## src/rtl/alu_op_sequencer.sv

```systemverilog
// Command-queue sequencer for the external 3-bit ALU: queued {load, sel, B}
// commands run one per enabled cycle, each result chained back into acc.
module alu_op_sequencer #(
  parameter int DEPTH = 4,
  parameter int W     = 3
) (
  input  logic                     clk,
  input  logic                     rst,
  input  logic                     ena,
  input  logic                     cmd_valid,
  output logic                     cmd_ready,
  input  logic                     cmd_load,
  input  logic [1:0]               cmd_sel,
  input  logic [W-1:0]             cmd_b,
  input  logic                     start,
  output logic                     busy,
  output logic                     done,
  output logic [W-1:0]             acc,
  output logic                     carry,
  output logic [$clog2(DEPTH):0]   fifo_count,
  output logic [W-1:0]             alu_a,
  output logic [W-1:0]             alu_b,
  output logic [1:0]               alu_sel,
  input  logic [W-1:0]             alu_y,
  input  logic                     alu_cout
);

  localparam int PW = $clog2(DEPTH);
  localparam int CW = PW + 1;
  localparam int EW = W + 3;

  localparam logic [1:0] S_IDLE = 2'd0;
  localparam logic [1:0] S_RUN  = 2'd1;
  localparam logic [1:0] S_DONE = 2'd2;

  logic [1:0]    state_q, state_d;
  logic [PW-1:0] wr_ptr_q, wr_ptr_d;
  logic [PW-1:0] rd_ptr_q, rd_ptr_d;
  logic [CW-1:0] count_q, count_d;
  logic [W-1:0]  acc_q, acc_d;
  logic          carry_q, carry_d;
  logic [EW-1:0] mem_q [DEPTH];

  logic          push, pop;
  logic [EW-1:0] head;
  logic          head_load;
  logic [1:0]    head_sel;
  logic [W-1:0]  head_b;

  assign head      = mem_q[rd_ptr_q];
  assign head_load = head[EW-1];
  assign head_sel  = head[W+1:W];
  assign head_b    = head[W-1:0];

  assign cmd_ready = (state_q == S_IDLE) && (count_q < CW'(DEPTH));
  assign push      = cmd_valid && cmd_ready;
  assign pop       = (state_q == S_RUN) && ena && (count_q != '0);

  assign busy       = (state_q == S_RUN);
  assign done       = (state_q == S_DONE);
  assign acc        = acc_q;
  assign carry      = carry_q;
  assign fifo_count = count_q;

  assign alu_a   = acc_q;
  assign alu_b   = (count_q != '0) ? head_b   : '0;
  assign alu_sel = (count_q != '0) ? head_sel : 2'b00;

  // NOTE: every always_comb output gets a default first so no latch is inferred.
  always_comb begin
    state_d  = state_q;
    wr_ptr_d = wr_ptr_q;
    rd_ptr_d = rd_ptr_q;
    count_d  = count_q;
    acc_d    = acc_q;
    carry_d  = carry_q;

    if (push) begin
      wr_ptr_d = wr_ptr_q + PW'(1);
      count_d  = count_q + CW'(1);
    end

    unique case (state_q)
      S_IDLE: begin
        // A push in the start cycle joins the run.
        if (start) state_d = ((count_q != '0) || push) ? S_RUN : S_DONE;
      end
      S_RUN: begin
        if (pop) begin
          rd_ptr_d = rd_ptr_q + PW'(1);
          count_d  = count_q - CW'(1);
          if (head_load) begin
            acc_d   = head_b;
            carry_d = 1'b0;
          end else begin
            acc_d   = alu_y;
            carry_d = alu_cout;
          end
          if (count_q == CW'(1)) state_d = S_DONE;
        end
      end
      S_DONE:  state_d = S_IDLE;
      default: state_d = S_IDLE;
    endcase
  end

  // NOTE: sequential state uses non-blocking assignments only.
  always_ff @(posedge clk) begin
    if (rst) begin
      state_q  <= S_IDLE;
      wr_ptr_q <= '0;
      rd_ptr_q <= '0;
      count_q  <= '0;
      acc_q    <= '0;
      carry_q  <= 1'b0;
    end else begin
      state_q  <= state_d;
      wr_ptr_q <= wr_ptr_d;
      rd_ptr_q <= rd_ptr_d;
      count_q  <= count_d;
      acc_q    <= acc_d;
      carry_q  <= carry_d;
    end
  end

  // NOTE: storage is not reset; emptiness is tracked by count_q alone.
  always_ff @(posedge clk) begin
    if (push) mem_q[wr_ptr_q] <= {cmd_load, cmd_sel, cmd_b};
  end

endmodule

```

## config.mk

```make
export PLATFORM = sky130hd
export DESIGN_NAME = alu_op_sequencer
export DESIGN_NICKNAME = d
export VERILOG_FILES = /design/src/rtl/alu_op_sequencer.sv
export SDC_FILE = /design/constraint.sdc
export NUM_CORES = 1
export LEC_CHECK = 0
export CAP_MARGIN = 10
export CORE_ASPECT_RATIO = 0.5
export CORE_UTILIZATION = 50
export CTS_CLUSTER_DIAMETER = 80
export DETAILED_ROUTE_END_ITERATION = 7
export GPL_ROUTABILITY_DRIVEN = 1
export PLACE_DENSITY = 0.76
export RECOVER_POWER = 25
export SLEW_MARGIN = 20
export SYNTH_ARGS = -nofsm -noshare
export SYNTH_HDL_FRONTEND = slang
export SYNTH_SLANG_ARGS = --single-unit
```

## constraint.sdc

```tcl
create_clock -name clk -period 2.95 [get_ports clk]
set_input_delay 0.295 -clock clk [delete_from_list [all_inputs] [get_ports clk]]
set_output_delay 0.295 -clock clk [all_outputs]
set_load 0.03 [all_outputs]
```

==> metrics.md <==
| Metric | Value |
|---|---|
| Vias per std cell | `5.25` |
| Critical path arrival | `2250 ps` |
| Vias post-DR | `1034` |
| Post-placement cell area | `0.00203 mm²` |
| All-Layer GR Usage | `19.5%` |
| Mapped Cells | `125` |
| Detail Route Antenna Nets | `0` |
| Commonest cells after routing, fill and taps aside | `clkdlybuf4s50_1, edfxtp_1, dfxtp_1` |
| Combinational power share | `38.5%` |
| Post-CTS sizing | `0` |
| Int Pwr | `1.17 mW` |
| Worst vdd ir | `0.424 mV` |
| Clock root cell | `clkbuf_8` |
| Depth of the CTS H-tree | `2` |
| Part of the power in the clock network | `21.0%` |
| Hold WC Path Type | `reg -> reg` |
| Tightest Pin Transition | `648 ps` |
| Hold depth | `2` |
| PortBufs | `32` |
| Final worst slack | `400 ps` |
| Slew headroom | `56.7%` |
| First-pass GRT wire length | `4950 µm` |
| #FFs+latches synth | `39` |
| Die W | `85.0 µm` |
| Cell Area, Synth | `0.00172 mm²` |
| Largest net degree at the start of global routing | `15` |
| Syn avg cell area | `13.8 µm²` |
| # rows | `14` |
| # nets final | `179` |
| Sequential cell area fraction in the yosys report | `59.3%` |
| RSZ-0062 raised after global routing | `no` |
| Die Y | `43.5 µm` |
| CTS tree | `done` |
| Pwr dens | `852 mW/mm²` |
| Length of the first detailed-routing pass in iterations | `4` |
| Vias in the first global route | `1009` |
| First DRT Iteration DRCs | `31` |
| Syn_nets | `148` |
| Maximum clock path buffer count | `2` |
| Wirelength per Cell | `15.6 µm` |
| Reg2reg path depth | `6` |
| Sw frac | `35.6%` |
| Setup TNS | `0 ps` |
| Setup Skew | `7.12 ps` |
| Switching pwr | `0.646 mW` |
| Worst skew pair latency | `300 ps` |
| Post-CTS setup buffer count | `0` |
| Setup crit start | `fifo_count[0]$_SDFF_PP0_` |
| Run status | `completed` |
| Hpwl dp | `2190 µm` |
| Sequential power share | `40.5%` |
| Hold path start | `carry$_SDFFE_PP0P_` |
| Critical path peak fanout | `12` |
| Gpl congestion | `0.739` |
| DIE AREA | `0.00370 mm²` |
| Max-slew violations | `0` |
| CP startpoint kind | `register` |
| Hold-fix buffers at CTS | `0` |
| Maxcap violations | `0` |
| Share of cells above drive strength 1 | `12.1%` |
| Count of different cell masters after synthesis | `30` |
| Clock buffer count from CTS | `5` |
| Clock transition at path regs | `70 ps` |
| Final Instance Area | `0.00213 mm²` |
| Global route total overflow | `0` |
| Number of diodes | `0` |
| Yosys synthesis warning count | `0` |
| Leak | `0.747 nW` |
| Pre-CTS WS | `727 ps` |
| Initial antenna violation count | `0` |
| CTS Sinks | `39` |
| I/O pin count | `33` |
| Hold Fails Final Rpt | `0` |
| Critical path required time | `2650 ps` |
| Fin crit period | `2550 ps` |
| Worst setup EP type | `output port` |
| Commonest non-fill, non-tap cell in the layout | `clkdlybuf4s50_1` |
| Final setup violation count | `0` |
| Final hold slack | `509 ps` |
| Drt drc | `0` |
| WL final | `3060 µm` |
| Layout area overhead | `23.6%` |
| FMAX | `392 MHz` |
| Core area | `0.00314 mm²` |
| CP Class | `reg -> out` |
| Initial Util | `54.9%` |
| Final period util | `86.4%` |
| Critical R2R Launch | `fifo_count[0]$_SDFF_PP0_` |
-- path summary, 6_finish.rpt --
check | slack [ps] | endpoint
worst max-delay path | 400 | alu_sel[1]
worst min-delay path | 510 | carry$_SDFFE_PP0P_
worst max register to register | 1140 | state_q[0]$_SDFFE_PP0P_
worst min register to register | 510 | carry$_SDFFE_PP0P_
-- synthesized netlist by cell type --
library cell | count | area (µm²)
and2_4 | 1 | 8.76
edfxtp_1 | 24 | 721
xnor2_1 | 2 | 17.5
nor3_2 | 1 | 10.0
nor4b_2 | 1 | 15.0
mux2i_1 | 3 | 30.0
nor2_1 | 13 | 48.8
xor2_1 | 2 | 17.5
clkbuf_1 | 1 | 3.75
inv_1 | 4 | 15.0
and2_1 | 9 | 56.3
or3_1 | 1 | 6.26
buf_4 | 3 | 22.5
mux4_2 | 6 | 135
xnor2_2 | 1 | 16.3
and2b_1 | 2 | 15.0
a21oi_1 | 5 | 25.0
nor3_1 | 2 | 10.0
a211oi_1 | 5 | 37.5
buf_6 | 3 | 33.8
a2bb2oi_1 | 1 | 8.76
dfxtp_1 | 15 | 300
buf_2 | 2 | 10.0
ha_1 | 8 | 100
nor4b_1 | 1 | 8.76
o31ai_1 | 1 | 7.51
nand3_1 | 3 | 15.0
nand2b_1 | 1 | 6.26
nand2_1 | 3 | 11.3
and3b_1 | 1 | 8.76
-- cell families (layout without fill, tap and decap cells) --
kind of cell             Yosys count  in the layout  share of synthesized area [%]
AO/OA/AOI/OAI                     12             12                           4.58
XOR/XNOR                           5              5                           2.98
adder cells (fa/ha/maj)            8              8                           5.81
buffers and inverters             13             45                           4.94
flip-flops                        39             39                           59.3
multiplexers                       9              9                           9.59
AND/OR/NAND/NOR                   39             39                           12.8
-- per-layer routing --
metal | global-route usage (%) | up-vias | routed length [µm]
met5 | 0 | - | 0
met4 | 9.49 | 0 | 78
met3 | 9.33 | 7 | 209
met2 | 29.8 | 28 | 1400
met1 | 23.6 | 491 | 1380
li1 | - | 508 | -
-- power by group through the flow --
stage | sequential (mW) | clock [mW] | combinational (mW)
3_5_place_dp | 0.748 | 0 | 0.698
2_1_floorplan | 0.764 | 0 | 0.455
3_3_place_gp | 0.741 | 0 | 0.688
4_1_cts | 0.736 | 0.391 | 0.701
6_report | 0.735 | 0.380 | 0.697
5_1_grt | 0.748 | 0.416 | 0.748
-- layout make-up --
class	count	area (µm²)
inverter	4	15.0
tap	40	50.0
clock inverter	2	16.3
multi-input combinational	73	616
timing repair buffer	33	328
sequential	39	1020
clock buffer	6	82.6
fill	233	1010
-- per-stage QoR --
step                      utilization (%)  power (mW)  std cells
after global routing                 67.9        1.91        197
after detailed placement             64.7        1.45        189
after floorplan                         -        1.22        125
after CTS                            67.9        1.83        197
final                                67.9        1.81        197
after global placement               64.7        1.43        189
-- critical path, stage by stage, from the launching register on --
cell,delay [ps]
dfxtp_1,390
inv_1,100
ha_1,220
nand2b_1,360
and2_1,210
clkdlybuf4s50_1,670
-- registers in the layout (all words and copies together), names as in the netlist, named ones only --
| register | count |
|---|---|
| wr_ptr_q | 2 |
| mem_q | 24 |
| carry | 1 |
| fifo_count | 3 |
| acc | 3 |
| rd_ptr_q | 2 |
| state_q | 2 |
Note: power is estimated with default switching activity, not from simulation.
